==> src/rtl/compact_target_encoder.sv <==
// Byte-serial encoder from a 256-bit mining target to the 32-bit compact difficulty word.
// The scan walks from the most significant byte down and stops at the first nonzero byte, or at byte 3.
module compact_target_encoder (
    input  logic         clk,
    input  logic         rst,
    input  logic         start,
    input  logic [255:0] target,
    output logic         busy,
    output logic         done,
    output logic [31:0]  difficulty,
    output logic         truncated
);

    typedef enum logic [1:0] {
        IDLE,
        SCAN,
        DONE
    } state_t;

    state_t       state;
    state_t       state_next;
    logic [255:0] scan_reg;
    logic [4:0]   idx;
    logic         byte_hit;
    logic         scan_end;
    logic         accept;
    logic [7:0]   exponent;
    logic [23:0]  mantissa;
    logic         trunc_next;

    // The captured target is shifted left one byte per step, so byte idx is always at the top.
    assign byte_hit = |scan_reg[255:248];
    assign scan_end = (state == SCAN) && (byte_hit || (idx == 5'd3));
    assign accept   = start && (state != SCAN);

    always_ff @(posedge clk or posedge rst) begin
        if (rst) begin
            state <= IDLE;
        end else begin
            state <= state_next;
        end
    end

    always_comb begin
        state_next = state;
        busy       = 1'b0;
        done       = 1'b0;
        case (state)
            IDLE: begin
                if (start) begin
                    state_next = SCAN;
                end
            end
            SCAN: begin
                busy = 1'b1;
                if (scan_end) begin
                    state_next = DONE;
                end
            end
            DONE: begin
                done       = 1'b1;
                state_next = start ? SCAN : IDLE;
            end
            default: begin
                state_next = IDLE;
            end
        endcase
    end

    // Falling through byte 3 leaves the original bytes 2..0 just below the top byte, exactly.
    always_comb begin
        exponent   = 8'd3;
        mantissa   = scan_reg[247:224];
        trunc_next = 1'b0;
        if (byte_hit) begin
            exponent   = {3'b000, idx} + 8'd1;
            mantissa   = scan_reg[255:232];
            trunc_next = |scan_reg[231:0];
        end
    end

    always_ff @(posedge clk or posedge rst) begin
        if (rst) begin
            scan_reg   <= '0;
            idx        <= '0;
            difficulty <= '0;
            truncated  <= 1'b0;
        end else begin
            if (accept) begin
                scan_reg <= target;
                idx      <= 5'd31;
            end else if ((state == SCAN) && !scan_end) begin
                scan_reg <= {scan_reg[247:0], 8'h00};
                idx      <= idx - 5'd1;
            end
            if (scan_end) begin
                difficulty <= {mantissa[7:0], mantissa[15:8], mantissa[23:16], exponent};
                truncated  <= trunc_next;
            end
        end
    end

endmodule
==> config.mk <==
export PLATFORM = sky130hd
export DESIGN_NAME = compact_target_encoder
export DESIGN_NICKNAME = d
export VERILOG_FILES = /design/src/rtl/compact_target_encoder.sv
export SDC_FILE = /design/constraint.sdc
export NUM_CORES = 1
export LEC_CHECK = 0
export ABC_AREA = 1
export CORE_AREA = 2 2 167 169
export DETAILED_ROUTE_END_ITERATION = 8
export DIE_AREA = 0 0 169 171
export PLACE_DENSITY_LB_ADDON = 0.05
export SLEW_MARGIN = 15
export SYNTH_ARGS = -nofsm -noshare
export SYNTH_HDL_FRONTEND = slang
export SYNTH_SLANG_ARGS = --single-unit
==> constraint.sdc <==
create_clock -name clk -period 10.65 [get_ports clk]
set_clock_uncertainty 0.2 [all_clocks]
set_input_delay 1.065 -clock clk [delete_from_list [all_inputs] [get_ports clk]]
set_output_delay 1.065 -clock clk [all_outputs]
set_load 0.05 [all_outputs]
* Word level (Yosys, flattened, before mapping)
Index checks and enable logic that the tools add are counted.
Word-level totals: bits of input ports 259, register bits 296, word-level logic and storage cells 36
Cells by class: multiplexer cells 13, reduce and logical (&&, ||, !) cells 10, equal/unequal tests 6, add/subtract/negate cells 2
Operators with widths (count):
- 2-to-1 mux 256 bit | 2
- OR reduction 232 bit | 1
- 2-to-1 mux 24 bit | 1
- 2-to-1 mux 5 bit | 2
- OR reduction 8 bit | 1
- adder 5 x 1 -> 6 bit, second input constant | 1
- 2-to-1 mux 6 bit | 1
- case mux 2 bit (3 select lines) | 1
- equality test 5 x 2 -> 1 bit, second input constant | 1
- subtractor 5 x 1 -> 5 bit, second input constant | 1
- 2-to-1 mux 1 bit | 4
- 2-to-1 mux 2 bit | 2
- inequality test 2 bit, second input constant | 2
- logical AND 1 bit | 3
- equality test 2 x 1 -> 1 bit, second input constant | 1
- equality test 2 bit, second input constant | 1
- logical NOT 2 bit | 1
- inequality test 2 x 1 -> 1 bit, second input constant | 1
- AND reduction 2 bit | 1
- nonzero test 2 bit | 1
- logical NOT 1 bit | 1
- logical OR 1 bit | 1

* Logic depth before layout (Yosys ltp)
Gate-level depths: netlist (run 1).
word-level depth 7, gate-level depth with buffers 11

* Least setup slack after synthesis (run 1)
No wires, ideal clock.
path kind register to output, start point register state[0], end point output done, slack 8.340 ns, data arrival time 1.045 ns, data required time 9.385 ns, path buffers 0, stages on the path, launching flop included 2, path through dfrtp_1 -> nor2_1
Between the ends: cells in the longest elaborated chain, start to end 2
RTL lines:
- start, declared | RTL line 20 | state_t state;
- start signal, assigned | RTL line 40 | state <= state_next;
- equality test 2 bit | RTL line 48 | case (state)
- 2-to-1 mux 1 bit | RTL line 48
- end, declared | RTL line 9 | output logic done,
No other way between the ends.

* Worst setup path in the final report (run 1)
start point input start, end point register scan_reg[232]
Between the ends: cells in the longest elaborated chain, start to end 2, elaborated cells between the ends (all ways) 3
RTL lines:
- start, declared | RTL line 6 | input logic start,
- logical AND 1 bit (*) | RTL line 34 | assign accept = start && (state != SCAN);
- 2-to-1 mux 256 bit / nonzero test 2 bit (equally long branches)
- end signal, assigned | RTL line 90 | scan_reg <= target;
- end signal, assigned | RTL line 93 | scan_reg <= {scan_reg[247:0], 8'h00};
- end, declared | RTL line 22 | logic [255:0] scan_reg;
Every way passes the cells marked *; elsewhere a longest branch is shown, timed or not. A chain may end at the register's enable or synchronous reset.

==> results of run 1 <==
-- path summary, 6_finish.rpt --
kind,startpoint,to,cells after the start
setup reg to reg,state[0]$_DFFE_PP0P_,scan_reg[232]$_DFFE_PP0P_,8
setup / recovery,start,scan_reg[232]$_DFFE_PP0P_,8
max in group asynchronous,rst,difficulty[1]$_DFFE_PP0P_,3
min in group asynchronous,rst,scan_reg[246]$_DFFE_PP0P_,2
hold / removal,difficulty[5]$_DFFE_PP0P_,difficulty[5]$_DFFE_PP0P_,2
hold reg to reg,difficulty[5]$_DFFE_PP0P_,difficulty[5]$_DFFE_PP0P_,2
-- per-layer routing --
layer  vias to the layer above  track usage  routed length (µm)
met2                       344        0.414               17500
met3                        62       0.0470                2260
met4                         2       0.0792                 929
met1                      5952        0.372               17200
met5                         -            0                  13
li1                       6071            -                   -
-- per-stage QoR --
step / hold slack, ns / setup slack, ns / total power, µW / utilization / instance area, µm²
after CTS: 0.279 / 6.52 / 3110 / 0.646 / 17600
final: 0.280 / 6.49 / 3080 / 0.646 / 17600
after detailed placement: 0.265 / 6.03 / 1980 / 0.606 / 16600
after global placement: 0.263 / 6.08 / 1970 / 0.606 / 16600
after global routing: 0.300 / 6.20 / 3230 / 0.646 / 17600
after floorplan: 0.264 / 1.27 / 1730 / - / 13600
-- cell type report --
| class | count | area, µm² | area share |
|---|---|---|---|
| Antenna cell | 2 | 5.00 | 0.000284 |
| Clock buffer | 50 | 1030 | 0.0585 |
| Clock inverter | 8 | 43.8 | 0.00248 |
| Inverter | 61 | 246 | 0.0140 |
| Multi-Input combinational cell | 1300 | 5550 | 0.314 |
| Sequential cell | 294 | 7360 | 0.417 |
| Tap cell | 346 | 433 | 0.0245 |
| Timing Repair Buffer | 300 | 2980 | 0.169 |
-- critical path, stage by stage --
cell,delay (ns)
clkdlybuf4s50_1,0.47
inv_1,0.08
nor2_4,0.13
buf_4,0.40
buf_4,0.86
buf_4,0.93
nand2_1,0.13
o211ai_1,0.15
-- power groups by stage --
stage	registers, µW	clock network [µW]	logic (µW)
5_1_grt	1420	1180	624
6_report	1400	1120	562
4_1_cts	1400	1140	568
2_1_floorplan	1470	0	267
3_3_place_gp	1410	0	555
3_5_place_dp	1420	0	565
-- kinds of logic (layout without fill, tap and decap cells) --
logic type      after synthesis  count (layout)
xor+xnor                      2               2
simple gates               1156            1156
buf+inv                     154             419
other cells                   1               4
fa+ha+maj                     2               2
flops                       294             294
compound gates              138             138
-- cells in the final DEF, fill, tap and decap left out --
master / synthesis / final
nand3_2: 1 / 1
inv_8: 0 / 1
dfrtp_1: 294 / 294
nand2_1: 767 / 767
clkinv_1: 1 / 1
buf_4: 16 / 9
a21oi_4: 1 / 1
diode_2: 0 / 2
inv_6: 0 / 3
clkdlybuf4s50_1: 0 / 291
nand3_1: 192 / 192
nor2_4: 1 / 1
a21oi_1: 32 / 32
nor2_1: 183 / 183
nand3_4: 1 / 1
clkinv_2: 0 / 7
xor2_1: 2 / 2
a31oi_1: 16 / 16
or2_2: 1 / 1
ha_1: 2 / 2
clkbuf_1: 36 / 5
inv_1: 52 / 51
conb_1: 1 / 2
nand2_2: 1 / 1
o21ai_1: 2 / 2
clkbuf_8: 0 / 10
nor2_2: 1 / 1
inv_2: 7 / 6
o211ai_1: 50 / 50
clkbuf_16: 0 / 35
o21ai_0: 29 / 29
nand3b_1: 1 / 1
nand2_4: 1 / 1
o22ai_1: 8 / 8
nand4_1: 6 / 6
==> impl_results.md, run 1 <==
* Starting density of the core at 0.497
* Power Dens Cells at 175 nW/µm²
* Wire per inst at 16.1 µm
* Clock power frac at 0.363
* Area Overhead vs Synth at 29.9%
* Slew Limit Fails at 0
* Int Pwr at 2180 µW
* Min Tclk post-route at 4.16 ns
* I/O pin count at 294
* Synth Area in XOR/XNOR at 0.00129
* # nets final at 2252
* Synthesized area per cell at 7.78 µm²
* Clock sinks at 294
* Outcome: complete, no violations
* Detailed Routing Iterations Pass 1 at 5
* CTS buffer count at 34
* DRC at 0
* Largest cells by area after synthesis: dfrtp_1, nand2_1, nand3_1
* Via-to-Cell Ratio at 5.27
* Fillers at 2475
* Die area at 28900 µm²
* Placed cells at 2301
* CP max FO at 104
* Detail Route Antenna Nets at 0
* Predominant post-synthesis flop cell: dfrtp_1
* Yosys cell types at 31
* Post-Synth Simple-Gate Area at 0.342
* Gpl congestion at 0.840
* Worst EP required at 10.86 ns
* Htree depth at 2
* First-pass GRT wire length at 60800 µm
* Post-synth top area cell: dfrtp_1
* TritonCTS clock tree: done
* Hold_buf cts at 0
* Main combinational cell family by area after synthesis: simple AND/OR/NAND/NOR gates
* P_sw at 901 µW
* Post-CTS Setup Inserts at 0
* TNS Setup at 0 ns
* Synth Area in Adders at 0.00184
* Gates resized, CTS repair at 0
* Max-cap viol count at 0
* CP Capture Type: flop
* Overflow after GRT at 0
* CTS clk-pin slew, worst paths at 0.06 ns
* Switching Share at 0.292
* Final WL at 37900 µm
* Synth Cell Area at 13600 µm²
* Slew headroom at 0.276
* Via count at 12431
* Post-synthesis sequential area ratio at 0.541
* Maximum vdd drop at 0.114 mV
* P_leak at 0.00799 µW
* Vias in the first global route at 11974
* Yosys Warn Count at 0
* Critical path arrival at 4.37 ns
* Nature of the critical path startpoint: input pin
* Fmax achieved at 240 MHz
* Max reg flops at 256
* DP HPWL at 25400 µm
* Post-synthesis mux area share at 0
* Site row count at 61
* Crit path kind: in -> reg
* Logic pwr share at 0.182
* Core box area at 27300 µm²
* Initial antenna violation count at 4
* Post-Synthesis Cells at 1747
* CTS max path bufs at 3
* Final setup violation count at 0
* Ratio of cells with drive above 1 in the final layout at 0.0392
* DRT iter0 DRCs at 1103
* Die height at 171 µm
* Final period utilization at 0.391
* Hold Path Class: reg -> reg
* Area share of the largest cell type after synthesis at 0.541
* Post-synthesis async set-or-reset flop share at 1.00
* Die width at 169 µm
* Slew @ Worst Pin at 1.09 ns
* Port bufs at 291
* Synth Register Bits at 294
* Clock Tree Root: clkbuf_16
* Fin cells at 2361
* Top cells by count, synth: nand2_1, dfrtp_1, nand3_1, nor2_1, inv_1
* Hold Violations, Final at 0
* Post-synth EDFFs at 0
* Flop pwr share at 0.455
* Largest net degree at the start of global routing at 137
* Most frequent cell after synthesis: nand2_1
* Post-synthesis compound-gate area fraction at 0.0631
* Total GRT Usage at 0.262
* Reg2Reg Setup Slack at 7.02 ns
* Clock latency on the worst-skew pair at 0.50 ns
* Unrepaired setup endpoints after global routing: no
Power figures use the tool's default switching activity.
==> run 2: changes to the inputs <==
- CORE_AREA: 2 2 167 169 -> 2 2 175 177
- DIE_AREA: 0 0 169 171 -> 0 0 177 179
- clock period: 10.65 -> 3.4 ns (I/O delays scaled with it)
==> impl_results.md, run 2 (synthesis gave the netlist of run 1 again) <==
* Outcome: complete, no violations
* Final period utilization at 0.764
* Maximum vdd drop at 0.344 mV (+200%)
* Die area at 31700 µm² (+9.6%)
* Initial antenna violation count at 3 (-1)
* Starting density of the core at 0.453 (-0.0448)
* Die width at 177 µm (+4.7%)
* End of the critical path: scan_reg[109]$_DFFE_PP0P_
* Switching Share at 0.287 (-0.00583)
* Largest net degree at the start of global routing at 252 (+84%)
* Crit path kind: reg -> reg
* Hold_buf cts at 0 (unchanged)
* Max-cap viol count at 0 (unchanged)
* Gpl congestion at 0.820 (-2.4%)
* CTS clk-pin slew, worst paths at 0.06 ns (about the same)
* Vias in the first global route at 12097 (+1.0%)
* Unrepaired setup endpoints after global routing: no
* Hold Violations, Final at 0 (unchanged)
* Overflow after GRT at 0 (unchanged)
* CTS max path bufs at 3 (unchanged)
* Total GRT Usage at 0.249 (-0.0134)
* Nature of the critical path startpoint: flop
* Final WL at 38800 µm (+2.3%)
* Most common cell after layout, fill and taps aside: nand2_1
* TritonCTS clock tree: done
* Htree depth at 2 (unchanged)
* Site row count at 64 (+4.9%)
* Post-CTS Setup Inserts at 0 (unchanged)
* DRT iter0 DRCs at 911 (-17%)
* Port bufs at 291 (unchanged)
* CP max FO at 74 (-29%)
* Logic pwr share at 0.178 (-0.004)
* Slew headroom at 0.0117 (-0.264)
* I/O pin count at 294 (unchanged)
* DP Area at 16900 µm² (+1.8%)
* Final setup violation count at 0 (unchanged)
* Cells on worst reg2reg path at 8 (unchanged)
* DP HPWL at 26700 µm (+5.0%)
* Power Dens Cells at 556 nW/µm² (+220%)
* # nets final at 2267 (+0.67%)
* Detail Route Antenna Nets at 0 (unchanged)
* Slew @ Worst Pin at 1.48 ns (+0.397 ns)
* CP Capture Type: flop
* Post-route cell area at 18000 µm² (+2.3%)
* CTS buffer count at 34 (unchanged)
* Highest-count cells in the layout ignoring fill and taps: nand2_1, dfrtp_1, clkdlybuf4s50_1
* Ratio of cells with drive above 1 in the final layout at 0.0463 (+0.00706)
* Via count at 12425 (-0.048%)
* R2r endpoint: scan_reg[109]$_DFFE_PP0P_
* Clock latency on the worst-skew pair at 0.50 ns (about the same)
* Final hold slack at 0.0439 ns (-0.236 ns)
* Core box area at 30000 µm² (+9.9%)
* Area Overhead vs Synth at 32.8%
* P_leak at 0.00815 µW (+1.9%)
* Slew Limit Fails at 0 (unchanged)
* First-pass GRT wire length at 62900 µm (+3.4%)
* DRC at 0 (unchanged)
* Flop pwr share at 0.439 (-0.016)
* Gates resized, CTS repair at 0 (unchanged)
* Setup crit start: idx[2]$_DFFE_PP0P_
* Clock sinks at 294 (unchanged)
* Critical R2R Launch: idx[2]$_DFFE_PP0P_
* Hold Path Class: in -> async
* Clock power frac at 0.383 (+0.020)
* Wire per inst at 16.0 µm (-0.52%)
* Max reg flops at 256 (unchanged)
* Worst EP required at 3.63 ns (-7.23 ns)
* Critical path arrival at 2.83 ns (-1.54 ns)
* Reg2Reg Setup Slack at 0.80 ns (-6.22 ns)
* Fin util at 0.601 (-0.0449)
* Detailed Routing Iterations Pass 1 at 5 (unchanged)
* Int Pwr at 7150 µW (+230%)
* P_sw at 2870 µW (+220%)
* Fmax achieved at 385 MHz
* Clock Tree Root: clkbuf_16
* Via-to-Cell Ratio at 5.12 (-2.8%)
* Die height at 179 µm (+4.7%)
* Min Tclk post-route at 2.60 ns
run 2: cell count changes in the layout (fill, tap and decap cells not counted), sizes merged:
| cell | before | now |
|---|---|---|
| buf | 9 | 24 |
| inv | 61 | 59 |
| clkbuf | 50 | 49 |
| diode | 2 | 3 |
| clkinvlp | 0 | 1 |
| bufinv | 0 | 4 |
run 2: worst max-delay path: stages, from the launching register on:
cell	delay, ns
dfrtp_1	0.45
nor2_1	0.22
nand3_2	0.16
nand3_4	0.34
nand2_4	0.12
inv_6	0.48
buf_4	0.32
nand2_1	0.08
nand3_1	0.08
run 2: power by group through the flow:
stage | Clock [µW] | Sequential, µW | Combinational (µW)
after floorplan | 0 | 4600 | 837
after global placement | 0 | 4450 | 1770
after detailed placement | 0 | 4450 | 1800
after CTS | 3900 | 4390 | 1810
after global routing | 4060 | 4460 | 1990
final | 3840 | 4400 | 1790
run 2: final cells by class:
type	instances	area, µm²
fill	2782	12000
tap	396	495
sequential	294	7360
multi-input combinational	1300	5550
inverter	61	243
antenna	3	7.51
clock buffer	49	1020
timing repair buffer	315	3220
clock inverter	11	155
run 2: metrics by stage:
| stage | worst slack, ns | cells | total power (µW) | setup TNS [ns] |
|---|---|---|---|---|
| floorplan | -1.04 | 1748 | 5430 | -306.68 |
| global placement | 0.867 | 2366 | 6220 | 0 |
| detailed placement | 0.851 | 2366 | 6250 | 0 |
| CTS | 0.825 | 2426 | 10100 | 0 |
| global route | 0.573 | 2428 | 10500 | 0 |
| finish | 0.802 | 2429 | 10000 | 0 |
run 2: metal layers:
metal	wire length, µm	GRT usage
met5	19	0
met4	716	0.0644
met3	2380	0.0420
met2	17800	0.391
met1	17900	0.358
run 2: how the worst min path moves through the flow:
stage | start | to | slack [ns] | cells past startpoint
after global routing | rst | scan_reg[246]$_DFFE_PP0P_ | 0.07 | 2
final | rst | scan_reg[237]$_DFFE_PP0P_ | 0.04 | 2
after detailed placement | difficulty[13]$_DFFE_PP0P_ | difficulty[13]$_DFFE_PP0P_ | 0.27 | 2
after global placement | difficulty[13]$_DFFE_PP0P_ | difficulty[13]$_DFFE_PP0P_ | 0.27 | 2
after floorplan | target[2] | scan_reg[2]$_DFFE_PP0P_ | 0.26 | 2
after CTS | rst | scan_reg[246]$_DFFE_PP0P_ | 0.05 | 2
==> run 3: changes to the inputs <==
- CORE_AREA: 2 2 175 177 -> 2 2 167 169
- DIE_AREA: 0 0 177 179 -> 0 0 169 171
- clock period: 3.4 -> 2.4 ns (I/O delays scaled with it)
==> impl_results.md, run 3 (synthesis gave the netlist of run 1 again) <==
* Outcome: complete, no violations
* Ratio of cells with drive above 1 in the final layout at 0.0490 (+0.00267)
* Largest net degree at the start of global routing at 130 (-48%)
* Hold Violations, Final at 0 (unchanged)
* End of the critical path: difficulty[29]
* Min Tclk post-route at 2.20 ns
* Switching Share at 0.293 (+0.00611)
* Final worst setup slack at 0.200 ns (-0.602 ns)
* P_sw at 3950 µW (+37%)
* Slew @ Worst Pin at 0.610 ns (-0.872 ns)
* Critical R2R Launch: idx[0]$_DFFE_PP0P_
* Die area at 28900 µm² (-8.8%)
* Nature of the critical path startpoint: flop
* Fin cells at 2390 (-1.6%)
* TritonCTS clock tree: done
* Clock Tree Root: clkbuf_16
* Cells on worst reg2reg path at 8 (unchanged)
* Via count at 12557 (+1.1%)
* Vias in the first global route at 12072 (-0.21%)
* TNS Setup at 0 ns (unchanged)
* Initial antenna violation count at 2 (-1)
* Maximum vdd drop at 0.529 mV (+54%)
* Unrepaired setup endpoints after global routing: no
* Power Dens Cells at 750 nW/µm² (+35%)
* Crit path buffers/inverters at 1 (-1)
* Hold Path Class: in -> reg
* Gpl congestion at 0.858 (+4.6%)
* DP HPWL at 27000 µm (+1.2%)
* Total GRT Usage at 0.264 (+0.0151)
* CP Capture Type: output pin
* Htree depth at 1 (-1)
* Final period utilization at 0.917
* Crit path kind: reg -> out
* Top delay family on crit path: buffers and inverters
* Pre-CTS WS at 0.204 ns (-0.647 ns)
* Clock sinks at 294 (unchanged)
* Flop pwr share at 0.462 (+0.023)
* Clock latency on the worst-skew pair at 0.55 ns (+0.05 ns)
* R2r endpoint: scan_reg[179]$_DFFE_PP0P_
* Detail Route Antenna Nets at 0 (unchanged)
* Critical Path Max Stage Delay at 0.82 ns (+0.34 ns)
* Port bufs at 291 (unchanged)
* Critical path arrival at 1.76 ns (-1.07 ns)
* Setup crit start: difficulty[29]$_DFFE_PP0P_
* Site row count at 61 (-4.7%)
* Die width at 169 µm (-4.5%)
* Wire per inst at 16.0 µm (about the same)
* DP Area at 17000 µm² (+0.67%)
* CP max FO at 2 (-97%)
* Area Overhead vs Synth at 32.4%
* Core box area at 27300 µm² (-9.0%)
* Placed cells at 2331 (-1.5%)
* DRT iter0 DRCs at 1022 (+12%)
* First-pass GRT wire length at 61500 µm (-2.1%)
* Clock power frac at 0.349 (-0.034)
* WP depth at 1 (-7)
* # nets final at 2280 (+0.57%)
* Final setup violation count at 0 (unchanged)
* Final WL at 38200 µm (-1.6%)
* Highest-count cells in the layout ignoring fill and taps: nand2_1, dfrtp_1, clkdlybuf4s50_1
* Fmax achieved at 455 MHz
* Int Pwr at 9540 µW (+33%)
* Logic pwr share at 0.189 (+0.011)
* Crit path cell chain: clkdlybuf4s50_1
* Overflow after GRT at 0 (unchanged)
* Post-route cell area at 18000 µm² (-0.31%)
* P_leak at 0.00817 µW (+0.26%)
* Die height at 171 µm (-4.5%)
* Max-cap viol count at 0 (unchanged)
* Worst EP required at 1.96 ns (-1.67 ns)
* I/O pin count at 294 (unchanged)
* DRC at 0 (unchanged)
* Via-to-Cell Ratio at 5.25 (+2.7%)
* Slowest library cell on the worst path: clkdlybuf4s50_1
* Slew Limit Fails at 0 (unchanged)
* Reg2Reg Setup Slack at 0.22 ns (-0.58 ns)
* Max reg flops at 256 (unchanged)
* Most common cell after layout, fill and taps aside: nand2_1
* CTS clk-pin slew, worst paths at 0.06 ns (about the same)
* Starting density of the core at 0.497 (+0.0448)
* Fillers at 2397 (-14%)
* CTS buffer count at 31 (-8.8%)
* Fin util at 0.658 (+0.0574)
* Slew headroom at 0.593 (+0.581)
* CTS max path bufs at 3 (unchanged)
* Detailed Routing Iterations Pass 1 at 5 (unchanged)
run 3: power by group through the flow:
stage / Combinational [µW] / Sequential (µW) / Clock (µW)
finish: 2550 / 6230 / 4710
global route: 2830 / 6320 / 5000
CTS: 2580 / 6220 / 4770
detailed placement: 2560 / 6300 / 0
global placement: 2520 / 6280 / 0
floorplan: 1190 / 6510 / 0
run 3: through the flow:
step | total power (µW) | hold slack [ns]
6_report | 13500 | 0.0241
5_1_grt | 14100 | 0.0281
4_1_cts | 13600 | 0.00935
3_5_place_dp | 8860 | 0.270
3_3_place_gp | 8800 | 0.260
2_1_floorplan | 7700 | 0.157
run 3: worst min path at each step:
stage,slack (ns),end,start,depth (start not counted)
2_1_floorplan,0.16,scan_reg[2]$_DFFE_PP0P_,target[2],2
3_3_place_gp,0.26,difficulty[5]$_DFFE_PP0P_,difficulty[5]$_DFFE_PP0P_,2
3_5_place_dp,0.27,truncated$_DFFE_PP0P_,truncated$_DFFE_PP0P_,2
4_1_cts,0.009,scan_reg[5]$_DFFE_PP0P_,target[5],3
5_1_grt,0.03,scan_reg[1]$_DFFE_PP0P_,target[1],3
6_report,0.02,scan_reg[1]$_DFFE_PP0P_,target[1],3
run 3: timing repair:
action,in CTS,in global routing
buffers inserted,0,0
endpoints found under the hold margin,8,0
hold buffers,1,0
setup endpoints to repair,1,1
resized for setup,1,1
run 3: area by class of cell:
class | count | area, µm² | area share
multi-input cells | 1300 | 5550 | 0.308
flip-flops and latches | 294 | 7360 | 0.409
inverters | 61 | 243 | 0.0135
diodes | 2 | 5.00 | 0.000278
clock buffers | 53 | 958 | 0.0533
well taps | 346 | 433 | 0.0241
repair buffers | 331 | 3400 | 0.189
clock inverters | 3 | 40.0 | 0.00223
run 3: routing by layer:
metal | vias up | routed length, µm | global-route usage
met1 | 6024 | 17300 | 0.371
met4 | 2 | 787 | 0.0650
met5 | - | 9 | 0
met2 | 366 | 17600 | 0.427
met3 | 49 | 2490 | 0.0483
li1 | 6116 | - | -
